**config.mk**
```make
export PLATFORM = sky130hd
export DESIGN_NAME = ntt_iter_core
export DESIGN_NICKNAME = d
export VERILOG_FILES = /design/src/rtl/ntt_iter_core.sv
export SDC_FILE = /design/constraint.sdc
export NUM_CORES = 2
export LEC_CHECK = 0
export ABC_CLOCK_PERIOD_IN_PS = 29500
export CORE_ASPECT_RATIO = 0.75
export CORE_MARGIN = 4
export CORE_UTILIZATION = 65
export CTS_CLUSTER_SIZE = 14
export DETAILED_ROUTE_END_ITERATION = 7
export HOLD_SLACK_MARGIN = 0.03
export PLACE_DENSITY = 0.87
export SLEW_MARGIN = 20
export SYNTH_ARGS = -nofsm -noshare
export SYNTH_HDL_FRONTEND = slang
export SYNTH_SLANG_ARGS = --single-unit
```
**constraint.sdc**
```tcl
create_clock -name clk -period 29.5 [get_ports clk]
set_input_delay 5.9 -clock clk [delete_from_list [all_inputs] [get_ports clk]]
set_output_delay 5.9 -clock clk [all_outputs]
set_load 0.05 [all_outputs]
```
**src/rtl/ntt_iter_core.sv**
```systemverilog
// ntt_iter_core: iterative radix-2 NTT / inverse NTT over Z_q.
// One butterfly datapath works in place on an N-entry coefficient buffer.
// Coefficients are loaded bit-reversed, transformed with decimation-in-time
// stages, optionally scaled by N^-1, and streamed out in natural order.
//
// Ports:
//   clk        rising-edge clock
//   r          synchronous active-high reset (aborts any frame in flight)
//   mode_in    0 = forward, 1 = inverse; taken from the first beat of a frame
//   in_valid / in_ready / in_data     input coefficient stream (W bits)
//   out_valid / out_ready / out_data  output coefficient stream (W bits)
//   out_last   marks output beat N-1
//   busy       a frame is being loaded, computed or drained
module ntt_iter_core #(
  parameter int LOG_N     = 3,
  parameter int W         = 12,
  parameter int Q         = 3329,
  parameter int OMEGA     = 2580,
  parameter int OMEGA_INV = 40,
  parameter int N_INV     = 2913
) (
  input  logic         clk,
  input  logic         r,
  input  logic         mode_in,
  input  logic         in_valid,
  output logic         in_ready,
  input  logic [W-1:0] in_data,
  output logic         out_valid,
  input  logic         out_ready,
  output logic [W-1:0] out_data,
  output logic         out_last,
  output logic         busy
);

  localparam int N  = 1 << LOG_N;
  localparam int HN = N / 2;
  localparam logic [W-1:0] QW     = W'(Q);
  localparam logic [W-1:0] NINV_W = W'(N_INV);
  // Barrett constant floor(2^(2W)/Q); fits W+1 bits because Q > 2^(W-1).
  localparam logic [W:0]   BM     = (W+1)'((64'd1 << (2*W)) / 64'(Q));

  // Twiddle tables: base^0 .. base^(N/2-1), built at elaboration.
  function automatic logic [HN-1:0][W-1:0] gen_tw(input longint unsigned base);
    logic [HN-1:0][W-1:0] t;
    longint unsigned acc;
    t   = '0;
    acc = 1;
    for (int i = 0; i < HN; i++) begin
      t[i] = W'(acc);
      acc  = (acc * base) % longint'(Q);
    end
    return t;
  endfunction

  localparam logic [HN-1:0][W-1:0] TW_F = gen_tw(longint'(OMEGA));
  localparam logic [HN-1:0][W-1:0] TW_I = gen_tw(longint'(OMEGA_INV));

  function automatic logic [W-1:0] add_q(input logic [W-1:0] a, input logic [W-1:0] b);
    logic [W:0] s;
    s = {1'b0, a} + {1'b0, b};
    if (s >= {1'b0, QW}) s = s - {1'b0, QW};
    return s[W-1:0];
  endfunction

  // a - b + Q wraps mod 2^W to the right answer whenever the true result < Q.
  function automatic logic [W-1:0] sub_q(input logic [W-1:0] a, input logic [W-1:0] b);
    return (a >= b) ? (a - b) : (a - b + QW);
  endfunction

  // Barrett: qh never overshoots floor(x/Q) and undershoots by at most one,
  // so a single conditional subtract completes the reduction.
  function automatic logic [W-1:0] mul_q(input logic [W-1:0] a, input logic [W-1:0] b);
    logic [2*W-1:0] x, rr;
    logic [3*W:0]   xm;
    logic [W:0]     qh;
    x  = {{W{1'b0}}, a} * {{W{1'b0}}, b};
    xm = {{(W+1){1'b0}}, x} * {{(2*W){1'b0}}, BM};
    qh = xm[3*W:2*W];
    rr = x - ({{(W-1){1'b0}}, qh} * {{W{1'b0}}, QW});
    if (rr >= {{W{1'b0}}, QW}) rr = rr - {{W{1'b0}}, QW};
    return rr[W-1:0];
  endfunction

  function automatic logic [LOG_N-1:0] bitrev(input logic [LOG_N-1:0] v);
    logic [LOG_N-1:0] o;
    for (int i = 0; i < LOG_N; i++) o[i] = v[LOG_N-1-i];
    return o;
  endfunction

  typedef enum logic [1:0] {LOAD, COMPUTE, SCALE, UNLOAD} state_e;
  state_e state_q, state_d;

  logic [W-1:0]     mem_q [N];
  logic [LOG_N-1:0] cnt_q;      // load index j / scale index / unload index k
  logic [LOG_N-2:0] bf_q;       // butterfly within stage
  logic [2:0]       stg_q;      // stage
  logic             ph_q;       // 0 = read pair, 1 = write pair
  logic             mode_q;
  logic             init_q;     // holds in_ready low for one cycle after reset
  logic             vld_q;
  logic [W-1:0]     a_q, t_q;

  logic [LOG_N-1:0] bfx, half, lmask, i0, i1, twx;
  logic [W-1:0]     tw, in_red;
  logic             rdy, in_hs, out_hs, last_cnt, last_bf, last_stg;

  // Butterfly addressing for stage s: span 2^s, group stride 2^(s+1),
  // twiddle exponent p * N / 2^(s+1).
  always_comb begin
    bfx   = {1'b0, bf_q};
    half  = LOG_N'(1) << stg_q;
    lmask = half - LOG_N'(1);
    i0    = ((bfx & ~lmask) << 1) | (bfx & lmask);
    i1    = i0 | half;
    twx   = (bfx & lmask) << (3'(LOG_N-1) - stg_q);
    tw    = mode_q ? TW_I[twx[LOG_N-2:0]] : TW_F[twx[LOG_N-2:0]];
  end

  assign in_red   = (in_data >= QW) ? (in_data - QW) : in_data;
  assign last_cnt = (cnt_q == LOG_N'(N-1));
  assign last_bf  = (bf_q == (LOG_N-1)'(HN-1));
  assign last_stg = (stg_q == 3'(LOG_N-1));
  assign rdy      = (state_q == LOAD) && !init_q;
  assign in_hs    = rdy && in_valid;
  assign out_hs   = vld_q && out_ready;

  always_comb begin
    state_d   = state_q;
    in_ready  = 1'b0;
    out_valid = 1'b0;
    out_last  = 1'b0;
    out_data  = '0;
    busy      = 1'b0;
    unique case (state_q)
      LOAD:    if (in_hs && last_cnt) state_d = COMPUTE;
      COMPUTE: if (ph_q && last_bf && last_stg) state_d = mode_q ? SCALE : UNLOAD;
      SCALE:   if (last_cnt) state_d = UNLOAD;
      UNLOAD:  if (out_hs && last_cnt) state_d = LOAD;
      default: state_d = LOAD;
    endcase
    // Outputs are forced quiet for the whole reset cycle, whatever the state.
    if (!r) begin
      in_ready  = rdy;
      out_valid = vld_q;
      out_last  = vld_q && last_cnt;
      out_data  = vld_q ? mem_q[cnt_q] : '0;
      busy      = (state_q != LOAD) || (cnt_q != '0);
    end
  end

  always_ff @(posedge clk) begin
    if (r) begin
      state_q <= LOAD;
      cnt_q   <= '0;
      bf_q    <= '0;
      stg_q   <= '0;
      ph_q    <= 1'b0;
      mode_q  <= 1'b0;
      init_q  <= 1'b1;
      vld_q   <= 1'b0;
      a_q     <= '0;
      t_q     <= '0;
    end else begin
      state_q <= state_d;
      init_q  <= 1'b0;
      unique case (state_q)
        LOAD: if (in_hs) begin
          if (cnt_q == '0) mode_q <= mode_in;
          cnt_q <= cnt_q + LOG_N'(1);
        end
        COMPUTE: begin
          ph_q <= ~ph_q;
          if (!ph_q) begin
            a_q <= mem_q[i0];
            t_q <= mul_q(mem_q[i1], tw);
          end else if (last_bf) begin
            bf_q  <= '0;
            stg_q <= last_stg ? 3'd0 : stg_q + 3'd1;
          end else begin
            bf_q <= bf_q + (LOG_N-1)'(1);
          end
        end
        SCALE: cnt_q <= cnt_q + LOG_N'(1);
        // One idle cycle on entry presents the first element, then each
        // handshake advances k; cnt wraps back to 0 on the last beat.
        UNLOAD: begin
          if (!vld_q) vld_q <= 1'b1;
          else if (out_hs) begin
            cnt_q <= cnt_q + LOG_N'(1);
            if (last_cnt) vld_q <= 1'b0;
          end
        end
        default: ;
      endcase
    end
  end

  // Coefficient buffer: no reset, contents are meaningless between frames.
  always_ff @(posedge clk) begin
    if (!r) begin
      unique case (state_q)
        LOAD:    if (in_hs) mem_q[bitrev(cnt_q)] <= in_red;
        COMPUTE: if (ph_q) begin
          mem_q[i0] <= add_q(a_q, t_q);
          mem_q[i1] <= sub_q(a_q, t_q);
        end
        SCALE:   mem_q[cnt_q] <= mul_q(mem_q[cnt_q], NINV_W);
        default: ;
      endcase
    end
  end

endmodule

```
### Word-level counts from Yosys, hierarchy flattened

Memories as Yosys holds them, arrays and structs flattened. A register that Yosys moved wholly into a read port is not among the register bits.
Index checks and enable logic that the tools add are counted.

* register bits after elaboration: 26
* memory bits (writable): 96
* input bits: 17
* memories: 1

Memories
* mem_q: depth 8, width 12, read ports 3, clocked after memory_dff 2, wr ports 2, RTL line 93 `logic [W-1:0] mem_q [N];`

* add/subtract/negate cells: 14
* multiply operators: 6
* $lt $le $gt $ge: 6
* equality and inequality tests: 13
* shifts and indexed selects: 2
* multiplexer cells: 56
* bitwise gates (word level): 6
* reductions and logical operators: 23

Operators with widths (count)
* 12-bit 2-to-1 mux: 17
* 24-bit by 13-bit multiplier with 37-bit output (second input constant): 2
* 12-bit binary-select mux with 2-bit select: 2
* 24-bit by 12-bit >= comparator with 1-bit output (second input constant): 2
* 13-bit by 12-bit multiplier with 24-bit output (second input constant): 2
* 12-bit subtractor (second input constant): 4
* 24-bit subtractor: 2
* 12-bit by 12-bit multiplier with 24-bit output: 1
* 12-bit by 12-bit multiplier with 24-bit output (second input constant): 1
* 3-bit 2-to-1 mux: 8
* 12-bit OR reduction: 2
* 1-bit 2-to-1 mux: 22
* 12-bit by 12-bit adder with 13-bit output: 1
* 13-bit by 12-bit >= comparator with 1-bit output (second input constant): 1
* 12-bit adder (second input constant): 1
* 12-bit >= comparator: 1
* 12-bit >= comparator (second input constant): 1
* 2-bit inequality test (second input constant): 6
* 12-bit subtractor: 1
* 2-bit 2-to-1 mux: 5
* 3-bit case mux with 3 select lines: 1
* 1-bit logical AND: 8
* 2-bit case mux with 4 select lines: 1
* 4-bit AND reduction: 2
* other kinds (25): 32

### Logic depth before layout (Yosys ltp)

* word-level depth: 13
* depth in mapped cells: 80

### Worst setup path after synthesis

OpenSTA, ideal clock, no wires.

* path type: register -> register
* start point: reg stg_q[0]
* end point: reg t_q[4]
* setup time: 0.086 ns
* arrival: 16.692 ns
* data required time: 29.414 ns
* setup slack: 12.723 ns
* cell stages (with the launch flop): 68
* path buffers: 4
* period minus slack after synthesis: 16.777 ns
* cells stage by stage: dfxtp_1 > ha_1 > clkbuf_1 > nor2_1 > o21ai_0 > o21ai_0 > a21oi_1 > clkbuf_1 > mux4_2 > mux2i_1 > nor2_1 > fa_1 > fa_1 > fa_1 > fa_1 > inv_1 > fa_1 > inv_1 > [... 32 more ...] > inv_1 > fa_1 > inv_1 > ha_1 > clkbuf_1 > nand4_1 > nor4_1 > o21ai_0 > o211ai_1 > a41oi_1 > a211oi_1 > o22ai_1 > xnor3_1 > nor2_1 > buf_6 > nor3_1 > xnor2_1 > a211oi_1

* longest elaborated chain between the ends: 13

RTL lines
* start: declaration: RTL line 96 `logic [2:0] stg_q;`
* start signal: assignment: RTL line 178 `stg_q <= last_stg ? 3'd0 : stg_q + 3'd1;`
* 1-bit by 3-bit left shift with 3-bit output: RTL line 111 `half = LOG_N'(1) << stg_q;`
* 3-bit by 1-bit subtractor with 3-bit output: RTL line 112 `lmask = half - LOG_N'(1);`
* 2-bit by 3-bit AND with 3-bit output / 2-bit NOT (equally long branches): RTL line 113, 115
* 3-bit by 3-bit left shift with 2-bit output / 2-bit AND (equally long branches): RTL line 115, 113
* 12-bit binary-select mux with 2-bit select / 3-bit OR (equally long branches): RTL line 116, 113
* 12-bit 2-to-1 mux (implied by the code) / 3-bit OR (equally long branches): RTL line 116, 114
* 12-bit 2-to-1 mux / memory read 8 x 12 bit (equally long branches)
* 12-bit by 12-bit multiplier with 24-bit output (*): RTL line 76 `x = {{W{1'b0}}, a} * {{W{1'b0}}, b};`
* 24-bit by 13-bit multiplier with 37-bit output: RTL line 77 `xm = {{(W+1){1'b0}}, x} * {{(2*W){1'b0}}, BM};`
* 13-bit by 12-bit multiplier with 24-bit output: RTL line 79 `rr = x - ({{(W-1){1'b0}}, qh} * {{W{1'b0}}, QW});`
* 24-bit subtractor (*): RTL line 79
* 24-bit by 12-bit >= comparator with 1-bit output / 12-bit subtractor (equally long branches): RTL line 80 `if (rr >= {{W{1'b0}}, QW}) rr = rr - {{W{1'b0}}, QW};`
* 12-bit 2-to-1 mux (*): RTL line 80
* end signal: assignment: RTL line 175 `t_q <= mul_q(mem_q[i1], tw);`
* end: declaration: RTL line 101 `logic [W-1:0] a_q, t_q;`

Mark *: on every way between the ends. The rest lies on a longest branch, timed or not. The select of a mux whose other input is x is not followed.
A chain may end at the register's enable or synchronous reset.

### Worst setup path in the final report

* start point: reg stg_q[0]
* end point: reg t_q[8]

Same word-level chain as after synthesis.

==> flow_metrics.py <==
metrics = {
    "timing": {
        "setup_tns_ns": 0,
        "hold_violations": 0,
        "rsz0062_at_grt": "no",
        "fin_ws_ns": 9.854,
        "period_needed_ns": 19.65,
        "fin_hold_ws_ns": 0.5093,
        "relSlewSlack_pct": 25.11,
        "max_slew.worst_pin.slew_ns": 1.092,
        "drv_slew": 0,
        "finalCritPeriodShare_pct": 66.60,
        "setup_viol": 0,
        "fin_worst_skew_ns": 0.008100,
        "fmax_ghz": 0.05090,
    },
    "clock_network": {
        "clk_latency_ns": 0.45,
        "postCtsSetupRepairBufs": 0,
        "numCtsBuffers": 17,
        "h-tree-depth": 4,
        "clockRootBuffer": "clkbuf_16",
        "cts_hold_buf": 0,
        "cts_resized": 0,
        "clock-sinks": 137,
        "clkTransAtPathRegs_ns": 0.06,
        "cts_tree": "done",
        "clockBufferDepth": 2,
    },
    "route": {
        "via_count": 26760,
        "drt_iter0_drc": 3104,
        "wirelength_mm": 90.89,
        "firstDrtPassIters": 7,
        "drc": 0,
        "wire_per_inst_um": 21.13,
        "vias_per_cell": 6.221,
        "postRouteAntennaNets": 0,
    },
    "grt": {
        "grt_pass1_vias": 27490,
        "use_met1_pct": 44.57,
        "grtUsageMet3_pct": 9.268,
        "grt_max_degree": 49,
        "grtUsageTotal_pct": 32.94,
        "grt_util_met2_pct": 51.09,
        "antenna_found_initial": 1,
        "grt_remaining_overflow": 0,
        "grt_pass1_wl_mm": 145.5,
        "grt.busiest_layer": "met2",
    },
    "setup_path": {
        "cp.buffers_inverters": 13,
        "crit_path_start_kind": "flip-flop",
        "cp_top_family": "adder cells",
        "required_ns": 29.83,
        "crit_path_top_delay_cell": "mux2i_1",
        "crit_top_cell": "inv_1",
        "slowest_delay_ns": 0.66,
        "worstSetupPathType": "flip-flop to flip-flop",
        "crit_start": "stg_q[0]$_SDFFE_PP0P_",
        "path_max_fanout": 24,
        "cp.arrival_ns": 19.98,
        "r2r_start": "stg_q[0]$_SDFFE_PP0P_",
        "worstSetupEndpointType": "flip-flop",
    },
    "synth": {
        "synth.cell_area_um2": 33700,
        "synth_edf_count": 96,
        "synth_cell_types": 88,
        "ys_warn_count": 0,
        "synth_ff_type": "edfxtp_1",
        "synth_top_area_share_pct": 24.83,
        "synth_area_leaders": "fa_1 (25%), ha_1 (22%), inv_1 (9.7%)",
        "async_reset_ff_share_pct": 0,
        "synth-seq-area-share_pct": 10.99,
        "netlist_instances": 3596,
        "post_synth.cell_area_avg_um2": 9.372,
        "yosysTopAreaCell": "fa_1",
        "synth.net_count": 4624,
        "ys_ff_latch": 137,
    },
    "cells_and_area": {
        "nets": 4623,
        "drive_gt1_share_pct": 6.319,
        "fillers": 3467,
        "area_growth_pct": 5.242,
        "fin_util_pct": 69.92,
    },
    "run": {
        "maxCapViolCount": 0,
    },
    "floorplan": {
        "fp.dieH_um": 205.2,
        "rows": 71,
        "pin_count": 33,
        "die-area_um2": 55590,
        "start_util_pct": 66.44,
        "fp.dieW_um": 270.9,
        "coreArea_um2": 50720,
    },
    "placed_design": {
        "place_hpwl_mm": 73.71,
        "portBuffers": 32,
        "gp_congestion": 1.011,
        "pre_cts_slack_ns": 10.47,
    },
    "hold_path": {
        "hp-class": "flip-flop to flip-flop",
        "holdCritStartpoint": "a_q[0]$_SDFFE_PP0P_",
    },
    "run_status": {
        "status": "finished clean",
    },
}
[placed cells by master (no fill, tap or decap), types with 11 or more instances in the layout]
master / instances
a211oi_1: 42
a21o_1: 38
a21oi_1: 138
a31oi_1: 16
and2_1: 13
and3_1: 17
buf_4: 36
clkbuf_16: 17
clkdlybuf4s50_1: 31
dfxtp_1: 41
edfxtp_1: 96
fa_1: 418
ha_1: 593
inv_1: 867
mux2i_1: 101
mux4_2: 62
nand2_1: 110
nand2b_1: 26
nand3_1: 31
nand4_1: 18
nor2_1: 219
nor2b_1: 19
nor3_1: 64
o211ai_1: 15
o21a_1: 15
o21ai_0: 95
o21ai_1: 13
o21bai_1: 18
o221ai_1: 17
o22ai_1: 11
o31ai_1: 11
or2_2: 43
xnor2_1: 113
xor2_1: 52
[synth_stat cells (all sizes together), types with 6 or more instances]
library cell  number
a21o              38
o211ai            16
fa               418
a211oi            42
inv              868
nand3b             7
buf               17
nand3             32
nand4             18
ha               593
nor2b             20
o2111ai            6
o21a              15
clkbuf            71
nor4               8
o31ai             12
a21oi            148
mux2              10
xor2              52
xnor2            119
a22oi              6
o21ai            109
and3              18
o21bai            22
edfxtp            96
or2               43
a211o             10
mux2i            103
nand2            110
nand2b            26
nor2             220
a2111oi            9
o221ai            17
or3                9
dfxtp             41
nor3b              8
and2              13
mux4              62
a31oi             17
nor3              72
o22ai             11
[tightest hold or removal path, delay by kind of cell (launching register included)]
kind / cells / cell delay [ns]
AO/OA/AOI/OAI: 1 / 0.07
buffers and inverters: 1 / 0.08
flip-flops: 1 / 0.31
[registers in the layout, summed over array words and instances (netlist names), 2 cells and up, named ones only]
register,flops
a_q,12
bf_q,2
cnt_q,3
mem_q,96
state_q,2
stg_q,3
t_q,12
[path summary, 6_finish.rpt]
kind	end	cells past startpoint	slack (ns)
worst max-delay path	t_q[8]$_SDFFE_PP0P_	70	9.85
worst min-delay path	a_q[0]$_SDFFE_PP0P_	2	0.51
worst max register to register	t_q[8]$_SDFFE_PP0P_	70	9.85
worst min register to register	a_q[0]$_SDFFE_PP0P_	2	0.51
[per-layer routing]
| metal | vias up | share of wire [%] |
|---|---|---|
| met1 | 12820 | 40 |
| met3 | 406 | 12 |
| li1 | 11900 | - |
| met4 | 2 | 4.4 |
| met2 | 1635 | 43 |
| met5 | - | 0.014 |
[cell type report]
type	instances	area [um^2]	share of cell area (%)
antenna	1	2.502	0.007055
clock buffer	18	429.2	1.210
clock inverter	14	145.1	0.4092
inverter	868	3258	9.186
multi-input combinational	2503	26480	74.65
sequential	137	3704	10.44
tap	693	867.1	2.445
timing repair buffer	68	585.6	1.651
[metrics by stage]
stage	std cells	cell area (um^2)
2_1_floorplan	3596	33700
3_3_place_gp	4269	34850
3_5_place_dp	4269	34850
4_1_cts	4301	35430
5_1_grt	4301	35470
6_report	4302	35470
[cell families after synthesis]
group	synth area share, %
AO/OA/AOI/OAI	10.28
XOR/XNOR	4.555
adder cells (fa/ha/maj)	46.84
buffers and inverters	10.73
flip-flops	10.99
multiplexers	7.585
AND/OR/NAND/NOR	9.025
Power is not shown: default switching activity piles up to over one toggle a cycle in this logic, so the estimate is an artifact.
